<file path="config.mk">
export PLATFORM = sky130hd
export DESIGN_NAME = compress_sequencer_flat
export DESIGN_NICKNAME = d
export VERILOG_FILES = /design/src/rtl/compress_sequencer_pkg.sv /design/src/rtl/compress_sequencer_if.sv /design/src/rtl/compress_sequencer_lowest_one_picker.sv /design/src/rtl/compress_sequencer.sv /design/src/flat_wrapper.sv
export SDC_FILE = /design/constraint.sdc
export NUM_CORES = 1
export LEC_CHECK = 0
export ABC_AREA = 1
export CAP_MARGIN = 20
export CORE_AREA = 5 5 87 89
export DETAILED_ROUTE_END_ITERATION = 16
export DIE_AREA = 0 0 92 94
export GPL_ROUTABILITY_DRIVEN = 0
export PLACE_DENSITY_LB_ADDON = 0.08
export REMOVE_ABC_BUFFERS = 1
export SYNTH_ARGS = -nofsm -noshare
export SYNTH_HDL_FRONTEND = slang
export SYNTH_SLANG_ARGS = --single-unit
</file>
<file path="constraint.sdc">
create_clock -name clk -period 1.3 [get_ports clk]
set_input_delay 0.13 -clock clk [delete_from_list [all_inputs] [get_ports clk]]
set_output_delay 0.13 -clock clk [all_outputs]
set_load 0.02 [all_outputs]
</file>
<file path="src/rtl/compress_sequencer_pkg.sv">
// compress_pkg: shared types and defaults for the row compression sequencer.
// Holds the sequencer state enum, default parameter values and the
// index-width helper used to size the word index from the row length.
package compress_pkg;

  typedef enum logic {CS_IDLE, CS_EMIT} cs_state_t;

  localparam int DEF_WORD_WIDTH   = 8;
  localparam int DEF_MAX_R_SIZE   = 4;
  localparam int DEF_R_DIST_WIDTH = 2;
  localparam int DEF_CNT_WIDTH    = 16;

  // Number of bits needed to index n words (at least one bit).
  function automatic int idx_width(input int n);
    int w;
    w = 0;
    while ((1 << w) < n) w++;
    return (w < 1) ? 1 : w;
  endfunction

endpackage

</file>
<file path="src/rtl/compress_sequencer_if.sv">
// compress_sequencer_if: row-in / beat-out handshake bundle.
// The slave modport is the sequencer view, the master modport is the
// view of whatever drives rows in and accepts compressed beats out.
interface compress_sequencer_if #(
  parameter int WORD_WIDTH   = compress_pkg::DEF_WORD_WIDTH,
  parameter int MAX_R_SIZE   = compress_pkg::DEF_MAX_R_SIZE,
  parameter int R_DIST_WIDTH = compress_pkg::idx_width(MAX_R_SIZE)
);

  logic                             in_valid;
  logic                             in_ready;
  logic [WORD_WIDTH*MAX_R_SIZE-1:0] in_row;
  logic                             out_valid;
  logic                             out_ready;
  logic [WORD_WIDTH-1:0]            out_word;
  logic [R_DIST_WIDTH-1:0]          out_idx;
  logic                             out_last;

  modport master (
    output in_valid, in_row, out_ready,
    input  in_ready, out_valid, out_word, out_idx, out_last
  );

  modport slave (
    input  in_valid, in_row, out_ready,
    output in_ready, out_valid, out_word, out_idx, out_last
  );

endinterface

</file>
<file path="src/rtl/compress_sequencer_lowest_one_picker.sv">
// lowest_one_picker: combinational priority encoder over the nonzero mask.
// Reports the lowest set index, a one-hot vector to clear that bit, and
// whether exactly one bit is set (the current beat is the row's last).
module lowest_one_picker #(
  parameter int MAX_R_SIZE   = compress_pkg::DEF_MAX_R_SIZE,
  parameter int R_DIST_WIDTH = compress_pkg::idx_width(MAX_R_SIZE)
) (
  input  logic [MAX_R_SIZE-1:0]   mask,
  output logic [R_DIST_WIDTH-1:0] sel,
  output logic [MAX_R_SIZE-1:0]   onehot,
  output logic                    single
);

  // Scan from the top down so the lowest set bit is the last one written.
  always_comb begin
    sel    = '0;
    onehot = '0;
    for (int i = MAX_R_SIZE - 1; i >= 0; i--) begin
      if (mask[i]) begin
        sel       = R_DIST_WIDTH'(i);
        onehot    = '0;
        onehot[i] = 1'b1;
      end
    end
    single = (|mask) && ((mask & (mask - MAX_R_SIZE'(1))) == '0);
  end

endmodule

</file>
<file path="src/rtl/compress_sequencer.sv">
// compress_sequencer: accepts a row of words, then streams its nonzero
// words in ascending index order, one per accepted beat, with backpressure.
// Optional feature macro COMPRESS_EMPTY_MARKER_EN: when defined, an
// all-zero row yields one zero marker beat instead of vanishing silently.
module compress_sequencer
  import compress_pkg::*;
#(
  parameter int WORD_WIDTH   = DEF_WORD_WIDTH,
  parameter int MAX_R_SIZE   = DEF_MAX_R_SIZE,
  parameter int R_DIST_WIDTH = idx_width(MAX_R_SIZE),
  parameter int CNT_WIDTH    = DEF_CNT_WIDTH
) (
  input  logic                  clk,
  input  logic                  reset,
  compress_sequencer_if.slave   bus,
  output logic                  busy,
  output logic [CNT_WIDTH-1:0]  row_cnt
);

  cs_state_t                        state, state_next;
  logic [WORD_WIDTH*MAX_R_SIZE-1:0] row_q;
  logic [MAX_R_SIZE-1:0]            mask_q;
  logic [MAX_R_SIZE-1:0]            in_mask;
  logic [R_DIST_WIDTH-1:0]          sel;
  logic [MAX_R_SIZE-1:0]            onehot;
  logic                             single;
  logic                             accept;
  logic                             fire;
  logic                             last_beat;
  logic                             marker;

  lowest_one_picker #(
    .MAX_R_SIZE  (MAX_R_SIZE),
    .R_DIST_WIDTH(R_DIST_WIDTH)
  ) u_picker (
    .mask  (mask_q),
    .sel   (sel),
    .onehot(onehot),
    .single(single)
  );

  // Build the nonzero mask of the incoming row word by word.
  always_comb begin
    in_mask = '0;
    for (int i = 0; i < MAX_R_SIZE; i++) begin
      in_mask[i] = |bus.in_row[i*WORD_WIDTH +: WORD_WIDTH];
    end
  end

`ifdef COMPRESS_EMPTY_MARKER_EN
  logic marker_q;

  // Flag that the row being emitted is the single zero marker beat.
  always_ff @(posedge clk or posedge reset) begin
    if (reset)                   marker_q <= 1'b0;
    else if (accept)             marker_q <= ~|in_mask;
    else if (fire)               marker_q <= 1'b0;
  end

  assign marker = marker_q;
`else
  assign marker = 1'b0;
`endif

  assign accept    = bus.in_valid && bus.in_ready;
  assign fire      = bus.out_valid && bus.out_ready;
  assign last_beat = single || marker;

  // State register.
  always_ff @(posedge clk or posedge reset) begin
    if (reset) state <= CS_IDLE;
    else       state <= state_next;
  end

  // Next state and handshake outputs decoded from the current state only.
  always_comb begin
    state_next    = state;
    bus.in_ready  = 1'b0;
    bus.out_valid = 1'b0;
    bus.out_last  = 1'b0;
    busy          = 1'b0;
    case (state)
      CS_IDLE: begin
        bus.in_ready = 1'b1;
`ifdef COMPRESS_EMPTY_MARKER_EN
        if (bus.in_valid) state_next = CS_EMIT;
`else
        if (bus.in_valid && (|in_mask)) state_next = CS_EMIT;
`endif
      end
      CS_EMIT: begin
        bus.out_valid = 1'b1;
        bus.out_last  = last_beat;
        busy          = 1'b1;
        if (bus.out_ready && last_beat) state_next = CS_IDLE;
      end
      default: state_next = CS_IDLE;
    endcase
  end

  // Capture the row on accept and retire one mask bit per handshaken beat.
  always_ff @(posedge clk or posedge reset) begin
    if (reset) begin
      row_q  <= '0;
      mask_q <= '0;
    end else if (accept) begin
      row_q  <= bus.in_row;
      mask_q <= in_mask;
    end else if (fire) begin
      mask_q <= mask_q & ~onehot;
    end
  end

  // Count rows retired: on the last beat, or on accept of a dropped empty row.
  always_ff @(posedge clk or posedge reset) begin
    if (reset) begin
      row_cnt <= '0;
    end else if (fire && last_beat) begin
      row_cnt <= row_cnt + CNT_WIDTH'(1);
`ifndef COMPRESS_EMPTY_MARKER_EN
    end else if (accept && !(|in_mask)) begin
      row_cnt <= row_cnt + CNT_WIDTH'(1);
`endif
    end
  end

  assign bus.out_word = row_q[sel*WORD_WIDTH +: WORD_WIDTH];
  assign bus.out_idx  = sel;

endmodule

</file>
<file path="src/flat_wrapper.sv">
// flat-port wrapper written by rule: the top's interface ports become plain ports
module compress_sequencer_flat import compress_pkg::*;
#(
  parameter int WORD_WIDTH   = DEF_WORD_WIDTH,
  parameter int MAX_R_SIZE   = DEF_MAX_R_SIZE,
  parameter int R_DIST_WIDTH = idx_width(MAX_R_SIZE),
  parameter int CNT_WIDTH    = DEF_CNT_WIDTH
)
  (clk, reset, busy, row_cnt, bus_in_valid, bus_in_row, bus_out_ready, bus_in_ready, bus_out_valid, bus_out_word, bus_out_idx, bus_out_last);
  compress_sequencer_if #(.WORD_WIDTH(WORD_WIDTH), .MAX_R_SIZE(MAX_R_SIZE), .R_DIST_WIDTH(R_DIST_WIDTH)) bus_i ();
  input  logic clk;
  input  logic reset;
  output logic busy;
  output logic [CNT_WIDTH-1:0] row_cnt;
  input wire logic [$bits(bus_i.in_valid)-1:0] bus_in_valid;
  input wire logic [$bits(bus_i.in_row)-1:0] bus_in_row;
  input wire logic [$bits(bus_i.out_ready)-1:0] bus_out_ready;
  output wire logic [$bits(bus_i.in_ready)-1:0] bus_in_ready;
  output wire logic [$bits(bus_i.out_valid)-1:0] bus_out_valid;
  output wire logic [$bits(bus_i.out_word)-1:0] bus_out_word;
  output wire logic [$bits(bus_i.out_idx)-1:0] bus_out_idx;
  output wire logic [$bits(bus_i.out_last)-1:0] bus_out_last;
  assign bus_i.in_valid = bus_in_valid;
  assign bus_i.in_row = bus_in_row;
  assign bus_i.out_ready = bus_out_ready;
  assign bus_in_ready = bus_i.in_ready;
  assign bus_out_valid = bus_i.out_valid;
  assign bus_out_word = bus_i.out_word;
  assign bus_out_idx = bus_i.out_idx;
  assign bus_out_last = bus_i.out_last;
  compress_sequencer #(.WORD_WIDTH(WORD_WIDTH), .MAX_R_SIZE(MAX_R_SIZE), .R_DIST_WIDTH(R_DIST_WIDTH), .CNT_WIDTH(CNT_WIDTH)) u_core (.clk(clk), .reset(reset), .bus(bus_i), .busy(busy), .row_cnt(row_cnt));
endmodule
</file>
==> results.md, run 1 <==
Clock tree:
- The worst-skew pair later-pin latency is 0.31 ns.
- The CTS clock-pin slew for the worst setup and hold paths is 0.11 ns.
- The clock net in this run drives a total of 53 sinks.
- The H-tree generated during clock tree synthesis spans 2 levels.
- The CTS buffer count is 5.
- The buffer type at the clock tree root is clkbuf_8.
- The hold buffer count at CTS is 0.
- The maximum root-to-sink buffer count is 2.
- The TritonCTS clock tree is yes.

Yosys:
- For this run, asynchronously set or reset flops after synthesis account for 100.0%.
- A synthesized cell averages roughly 7.5 um^2.
- After synthesis the cells add up to 0.002905 mm^2.
- The count of distinct cell types in the synthesized netlist is 27.
- After synthesis, the cell types taking the most area are dfrtp_1 (46%), nand2_1 (20%), nor2_1 (5.8%), o21ai_0 (3.6%), nand3_2 (3.4%).
- Synthesis inferred 53 register bits.
- The sequential cell area fraction in the yosys report is 45.65%.
- The post-synthesis cell count is roughly 390.
- The predominant post-synthesis flop cell is dfrtp_1.
- The library cell with the largest summed area after synthesis is dfrtp_1.
- The synthesized design devotes to its leading area cell type 45.65% of total area.
- The total of warnings raised by yosys is 0.
- The synthesized design contains 0 enable-type register cells.

Critical path:
- The worst endpoint required time is 1.17 ns.
- The critical path goes through buf_4 > inv_1 > nand2_2 > nand2_4 > inv_4 > buf_6 > o21ai_2 > o22ai_2 > buf_6.
- At the worst endpoint, the arrival time is 1.68 ns.
- The critical path is of the reg -> out type.
- The worst setup path is captured at a primary output.
- The worst setup path is launched from a flip-flop.
- The cell with the most instances on the worst path is buf_6.
- On the worst path, the slowest cell contributes a delay of 0.40 ns.
- The library cell contributing the largest single delay on the critical path is dfrtp_1.
- The highest net fanout along the worst path is 5.

STA:
- The final setup violation count is 29.
- The worst-margin pin slew is 0.3882 ns.
- Setup repair after global routing could not meet its margin everywhere.
- The worst path in the final design needs a cycle of around 1.8 ns, including I/O delays and setup.
- The total count of max-transition violations in the final report is 0.
- Once routing completed, OpenROAD measured the worst setup slack at -0.5118 ns.
- The hold violation total from the final report is 0.
- The maximum clock frequency is between 500 and 600 MHz.
- The worst-case headroom to the max-slew limit is ~74%.
- The clock arrives with 0.009064 ns of skew.
- The fraction of the cycle the final worst path needs is 139.4%.

Detailed routing:
- The average detailed-routed wire length per instance is 14.77 um.
- The via count is 2966.
- For this block, the initial DRC count from the detailed router was 160.
- For this block, the routed nets add up to slightly below 9000 um of wire.
- The first TritonRoute pass finished after 4 iterations.
- In this run the remaining antenna-violating nets after routing total 0.
- After detailed routing, the number of remaining DRC violations is 0.
- After detailed routing, the number of vias per cell comes to 5.027.

Placed design:
- The count of buffers added on input and output ports is 65.
- OpenSTA, run right after detailed placement, puts the worst setup slack at -0.6646 ns.
- The HPWL after detailed placement is 5796 um.

Layout:
- Leaving out fill and tap cells, the most frequent cell in the layout is nand2_1.
- The layout net count is 546.
- The fraction of layout instances using a drive strength above 1 is 30.59%.
- Leaving out fill and tap cells, the most frequent cells in the layout are nand2_1 (143), dfrtp_1 (53), buf_4 (44).
- The diode insertion count for antenna repair is 0.
- The synthesis-to-layout area growth is 52.50%.

Floorplanning:
- For this configuration, the core starts out at a cell density of 43.48%.
- During I/O placement, the number of pins put on the boundary was 66.
- The floorplan step set the die width to 92 um.
- The core region is 0.006681 mm^2.
- The row count is 30.
- The area enclosed by the die boundary is just under 0.009 mm^2.
- The chip height is 94 um.

Power:
- Summing internal, switching and leakage power gives 9.908 mW.
- The maximum resistive drop on vdd is 1.494 mV.
- The analysis attributes to cell leakage a power of 2.194 nW.
- The ratio of total power to cell area is around 2200 mW/mm^2.

Min path:
- The worst hold path class is in -> async.

Flow run:
- The number of violations of the max-capacitance limit is 0.

Global routing:
- For this run the aggregate overflow at the end of global routing stands at 0.
- The number of global-route vias before repair is about 2800.
- The wire length of the first global-routing pass is about 14000 um.
- The initial antenna violation count is 0.
- Global routing used 19.80% of the available tracks across all layers.
- The pin count of the biggest net entering global routing is 54.

Status:
- The run finished, with violations left.
- The checks that failed: negative setup slack.
[final timing paths]
path | cells after the start | slack (ns) | from | to
max | 9 | -0.51 | u_core.mask_q[1] | bus_out_word[1]
min | 3 | 0.16 | reset | u_core.row_cnt[2]
max reg2reg | 11 | -0.46 | u_core.mask_q[1] | u_core.row_cnt[15]
min reg2reg | 2 | 0.49 | u_core.row_q[31] | u_core.row_q[31]
min in group clk | 3 | 0.37 | bus_in_row[16] | u_core.row_q[16]
max in group asynchronous | 3 | 0.85 | reset | u_core.row_cnt[1]
[cell usage after synthesis, drive strengths merged, types with 3 or more instances]
cell	n
clkbuf	7
nand4	3
nand3	27
o22ai	8
nor2	46
inv	22
nor3	7
o21ai	23
xor2	8
dfrtp	53
buf	6
nand2	171
[worst max-delay path: cells and delay by family (launching register included)]
family                 cells  cell delay (ns)
buffers and inverters      5             0.54
AO/OA/AOI/OAI              2             0.25
flip-flops                 1             0.40
AND/OR/NAND/NOR            2             0.16
[cell type report]
cell class	instances	area [um^2]
Timing Repair inverter	1	7.507
Clock buffer	6	82.58
Timing Repair Buffer	124	1192
Clock inverter	2	13.76
Sequential cell	53	1326
Fill cell	577	2251
Multi-Input combinational cell	302	1617
Inverter	22	91.34
Tap cell	80	100.1
[metrics by stage]
stage          setup TNS [ns]  instance area [um^2]  util [%]  hold WS [ns]  std cells
2_1_floorplan          -63.04                  2831         -        0.2396        375
3_3_place_gp           -14.30                  4020     60.17        0.4597        570
3_5_place_dp           -15.31                  4020     60.17        0.4600        570
4_1_cts                -12.18                  4254     63.67        0.2108        586
5_1_grt                -14.51                  4431     66.31        0.2334        590
6_report               -12.25                  4431     66.31        0.1639        590
[timing repair]
action	4_1_cts	5_1_grt
resized for setup	118	59
pin swaps	5	17
setup buffers	4	3
endpoints found under the setup margin	47	37
hold endpoints to repair	0	0
gates cloned	4	2
[state kept, by name, indices dropped and copies added, names as in the netlist]
signal / count
u_core.row_q: 32
u_core.row_cnt: 16
u_core.mask_q: 4
u_core.state: 1
[metal layers]
layer  track usage (%)  routed length (um)  vias up
met2             30.78                4090       90
li1                  -                   -     1472
met3             3.766                 504        6
met4             4.208                  59        0
met5                 0                   0        -
met1             28.74                4062     1398
[power breakdown]
group	switching (mW)	total [mW]	internal (mW)	leakage, nW
Combinational	3.34	6.22	2.88	1.47
Clock	0.574	1.01	0.434	0.0512
Sequential	0.428	2.68	2.25	0.676
[cells by family (layout without fill, tap and decap cells)]
group,after synthesis,after routing,synth area share [%]
buf+inv,35,155,5.383
simple gates,255,257,38.63
xor+xnor,10,10,3.015
fa+ha+maj,1,1,0.4306
flops,53,53,45.65
compound gates,34,34,6.891
Note: power is estimated with default switching activity, not from simulation.
==> run 2: changes to the inputs <==
Settings changed: CORE_AREA 5 5 87 89 to 5 5 80 82, DIE_AREA 0 0 92 94 to 0 0 85 87.
Clock period 1.3 ns to 2.2 ns, I/O delays scaled along.
==> run 2 against run 1 <==
The flow now finishes without violations. Register-to-register slack better by 1.0 ns. Worst setup slack better by 0.63 ns. Worst hold slack better by 0.12 ns. Total power down 54%. Sequential power down 40%. Non-clock buffer count down 50. Global-route usage up 0.25 points. Flip-flop and latch count unchanged. Combinational power down 62%. Count of clock-buffer cells in the layout unchanged.
==> results.md, run 2 (synthesis gave the netlist of run 1 again) <==
Status:
- Result of the run: finished clean (was finished, violations left).

Critical path:
- The family with the most delay on the worst path is buffers and inverters (unchanged).
- The longest individual stage delay on the worst path is 0.64 ns (was 0.40 ns).
- The library cell contributing the largest single delay on the critical path is clkdlybuf4s50_1 (was dfrtp_1).
- Cell Chain, Critical Path: nor2_4 > nand2_2 > inv_2 > clkdlybuf4s50_1 (was buf_4 > inv_1 > nand2_2 > nand2_4 > inv_4 > buf_6 > o21ai_2 > o22ai_2 > buf_6).
- The worst endpoint required time was 1.98 ns (was 1.17 ns).
- The number of cells on the worst reg-to-reg path is 7 (was 11).
- The data arrival at the endpoint of the critical path was 1.86 ns (was 1.68 ns).
- The category of the worst setup path launch point is a flip-flop (unchanged).
- The critical path buffer and inverter count is 2 (was 5).
- The capturing element type of the critical path is a primary output (unchanged).
- The critical path class is reg -> out (unchanged).
- The instance count on the critical path is 4 (was 9).
- The highest net fanout along the worst path is 10 (was 5).

STA:
- Derived from the worst setup path, the maximum achievable clock frequency is 480.5 MHz.
- Setup repair after global routing missed its margin: false (was true).
- The largest clock skew in the final design is 0.01252 ns (was 0.009064 ns).
- The worst path uses 94.60% of the clock period.
- The worst-margin pin slew was 0.5565 ns (was 0.3882 ns).
- The final setup violation count is 0 (was 29).
- The final worst hold slack is 0.2805 ns (was 0.1639 ns).
- The hold violation total from the final report is 0 (unchanged).
- The clock period could shrink to 2.081 ns.
- The total count of max-transition violations in the final report is 0 (unchanged).
- The worst-case headroom to the max-slew limit is 62.84% (was 73.92%).
- The total negative setup slack was 0 ns (was -12.25 ns).
- The final setup slack of the worst path is 0.1188 ns (was -0.5118 ns).

Layout:
- The diode insertion count for antenna repair is 0 (unchanged).
- The number of flip-flops in the largest register came to 32 (unchanged).
- The largest register by flop count was u_core.row_q (unchanged).
- The utilization after layout is 66.07% (was 66.31%).
- The final standard cell area without fillers is 0.003750 mm^2 (was 0.004431 mm^2).
- The commonest non-fill, non-tap cell in the layout is nand2_1 (unchanged).
- The number of standard cells in the layout, taps in and fillers out is 531 (was 590).
- The synthesis-to-layout area growth is 29.07% (was 52.50%).
- The layout net count is 493 (was 546).
- Regs by FF count: u_core.row_q: 32 flops, u_core.row_cnt: 16 flops, u_core.mask_q: 4 flops (unchanged).
- The fraction of layout instances using a drive strength above 1 was 10.53% (was 30.59%).
- Most used cells in the layout excluding fill and tap cells: nand2_1 (157), clkdlybuf4s50_1 (56), dfrtp_1 (53) (was nand2_1 (143), dfrtp_1 (53), buf_4 (44)).

Detailed routing:
- The count of TritonRoute iterations in the first routing pass came to 4 (unchanged).
- The number of vias per cell is 5.034 (was 5.027).
- The via count is 2673 (was 2966).
- The total DRC errors in the routed layout is 0 (unchanged).
- The remaining number of nets flagged by the antenna check after routing is 0 (unchanged).
- The final wirelength is 7114 um (was 8716 um).
- The average detailed-routed wire length per instance is 13.40 um (was 14.77 um).
- The DRC marker count from the first detailed-route iteration is 231 (was 160).

Clock tree:
- The TritonCTS clock tree was yes (unchanged).
- The maximum level of the CTS H-tree is 2 (unchanged).
- The CTS sink count is 53 (unchanged).
- The worst-skew pair later-pin latency is 0.31 ns (about the same).
- The hold buffer count at CTS is 0 (unchanged).
- The maximum root-to-sink buffer count is 2 (unchanged).
- The CTS buffer count is 5 (unchanged).
- The CTS clock-pin slew for the worst setup and hold paths came to 0.10 ns (was 0.11 ns).
- The buffer type at the clock tree root is clkbuf_8 (unchanged).

Power:
- The static leakage is 1.776 nW (was 2.194 nW).
- The maximum resistive drop on vdd is 0.9409 mV (was 1.494 mV).
- The internal power contribution is 2.545 mW (was 5.565 mW).
- The switching share of total power is 44.20% (was 43.83%).
- The proportion of power drawn by the clock network came to 12.4% (was 10.2%).
- The share of power burned in registers is 35.2% (was 27.0%).
- The share of power burned in combinational logic was 52.4% (was 62.8%).
- The ratio of total power to cell area is 1216 mW/mm^2 (was 2236 mW/mm^2).
- The switching power summed over all nets is 2.016 mW (was 4.343 mW).
- The power after layout is 4.561 mW (was 9.908 mW).

Placed design:
- The HPWL after detailed placement was 5255 um (was 5796 um).
- The total placed cells including tap cells came to 523 (was 570).
- The placed standard-cell area is 0.003661 mm^2 (was 0.004020 mm^2).
- The worst slack at placement is 0.1370 ns (was -0.6646 ns).
- The count of buffers from port buffering is 65 (unchanged).

Floorplanning:
- The initial core utilization is 51.19% (was 43.48%).
- The die extent in x is 85 um (was 92 um).
- The total I/O pin count is 66 (unchanged).
- The placeable core region was 0.005675 mm^2 (was 0.006681 mm^2).
- The row count is 28 (was 30).
- The chip height is 87 um (was 94 um).
- The area enclosed by the die boundary came to 0.007395 mm^2 (was 0.008648 mm^2).

Global routing:
- The combined global-route utilization of all metal layers came to 20.05% (was 19.80%).
- The aggregate global routing overflow is 0 (unchanged).
- The pin count of the biggest net entering global routing is 42 (was 54).
- The number of global-route vias before repair was 2525 (was 2845).
- The initial antenna violation count came to 0 (unchanged).
- The wire length of the first global-routing pass is 11960 um (was 13720 um).

Flow run:
- The number of violations of the max-capacitance limit is 0 (unchanged).

Min path:
- The worst hold path class is in -> async (unchanged).
## run 2: metal layers
metal | part of all wire, % | vias up | GRT usage [%] | wire, um
li1 | - | 1366 | - | -
met1 | 48 | 1231 | 29.32 | 3412
met2 | 45 | 69 | 30.93 | 3233
met3 | 5.7 | 7 | 4.068 | 405
met4 | 0.89 | 0 | 4.317 | 63
met5 | 0 | - | 0 | 0
## run 2: final cells by class
| type | count | area [um^2] |
|---|---|---|
| fill | 487 | 1926 |
| clock buffer | 6 | 82.58 |
| tap | 75 | 93.84 |
| multi-input combinational | 300 | 1423 |
| inverter | 22 | 82.58 |
| clock inverter | 1 | 7.507 |
| timing repair buffer | 74 | 734.5 |
| sequential | 53 | 1326 |
## run 2: worst paths after layout
path	startpoint	endpoint	slack (ns)
worst min register to register	u_core.row_q[9]	u_core.row_q[9]	0.48
worst max-delay path	u_core.mask_q[0]	bus_out_idx[1]	0.12
max in group asynchronous	reset	u_core.row_q[26]	1.37
worst min-delay path	reset	u_core.state	0.28
worst max register to register	u_core.mask_q[0]	u_core.row_cnt[15]	0.57
min in group clk	bus_in_row[5]	u_core.row_q[5]	0.46
## run 2: worst register-to-register path: stages, from the launching register on
cell	delay (ns)
dfrtp_1	0.45
nor2_4	0.14
nand2_2	0.15
nand2_2	0.15
nand4_4	0.22
nand2_4	0.30
nand2_1	0.09
nand2_1	0.07
## run 2: timing repair
item | 4_1_cts | 5_1_grt
endpoints found under the setup margin | 8 | 3
endpoints found under the hold margin | 0 | 0
buffers inserted | 0 | 1
gates resized for setup | 10 | 2
## run 2: power groups by stage
| stage | clock network (mW) | registers [mW] | logic (mW) |
|---|---|---|---|
| 5_1_grt | 0.626 | 1.65 | 2.64 |
| 6_report | 0.567 | 1.60 | 2.39 |
| 3_5_place_dp | 0 | 1.62 | 2.51 |
| 4_1_cts | 0.592 | 1.61 | 2.38 |
| 3_3_place_gp | 0 | 1.61 | 2.49 |
| 2_1_floorplan | 0 | 1.61 | 1.44 |
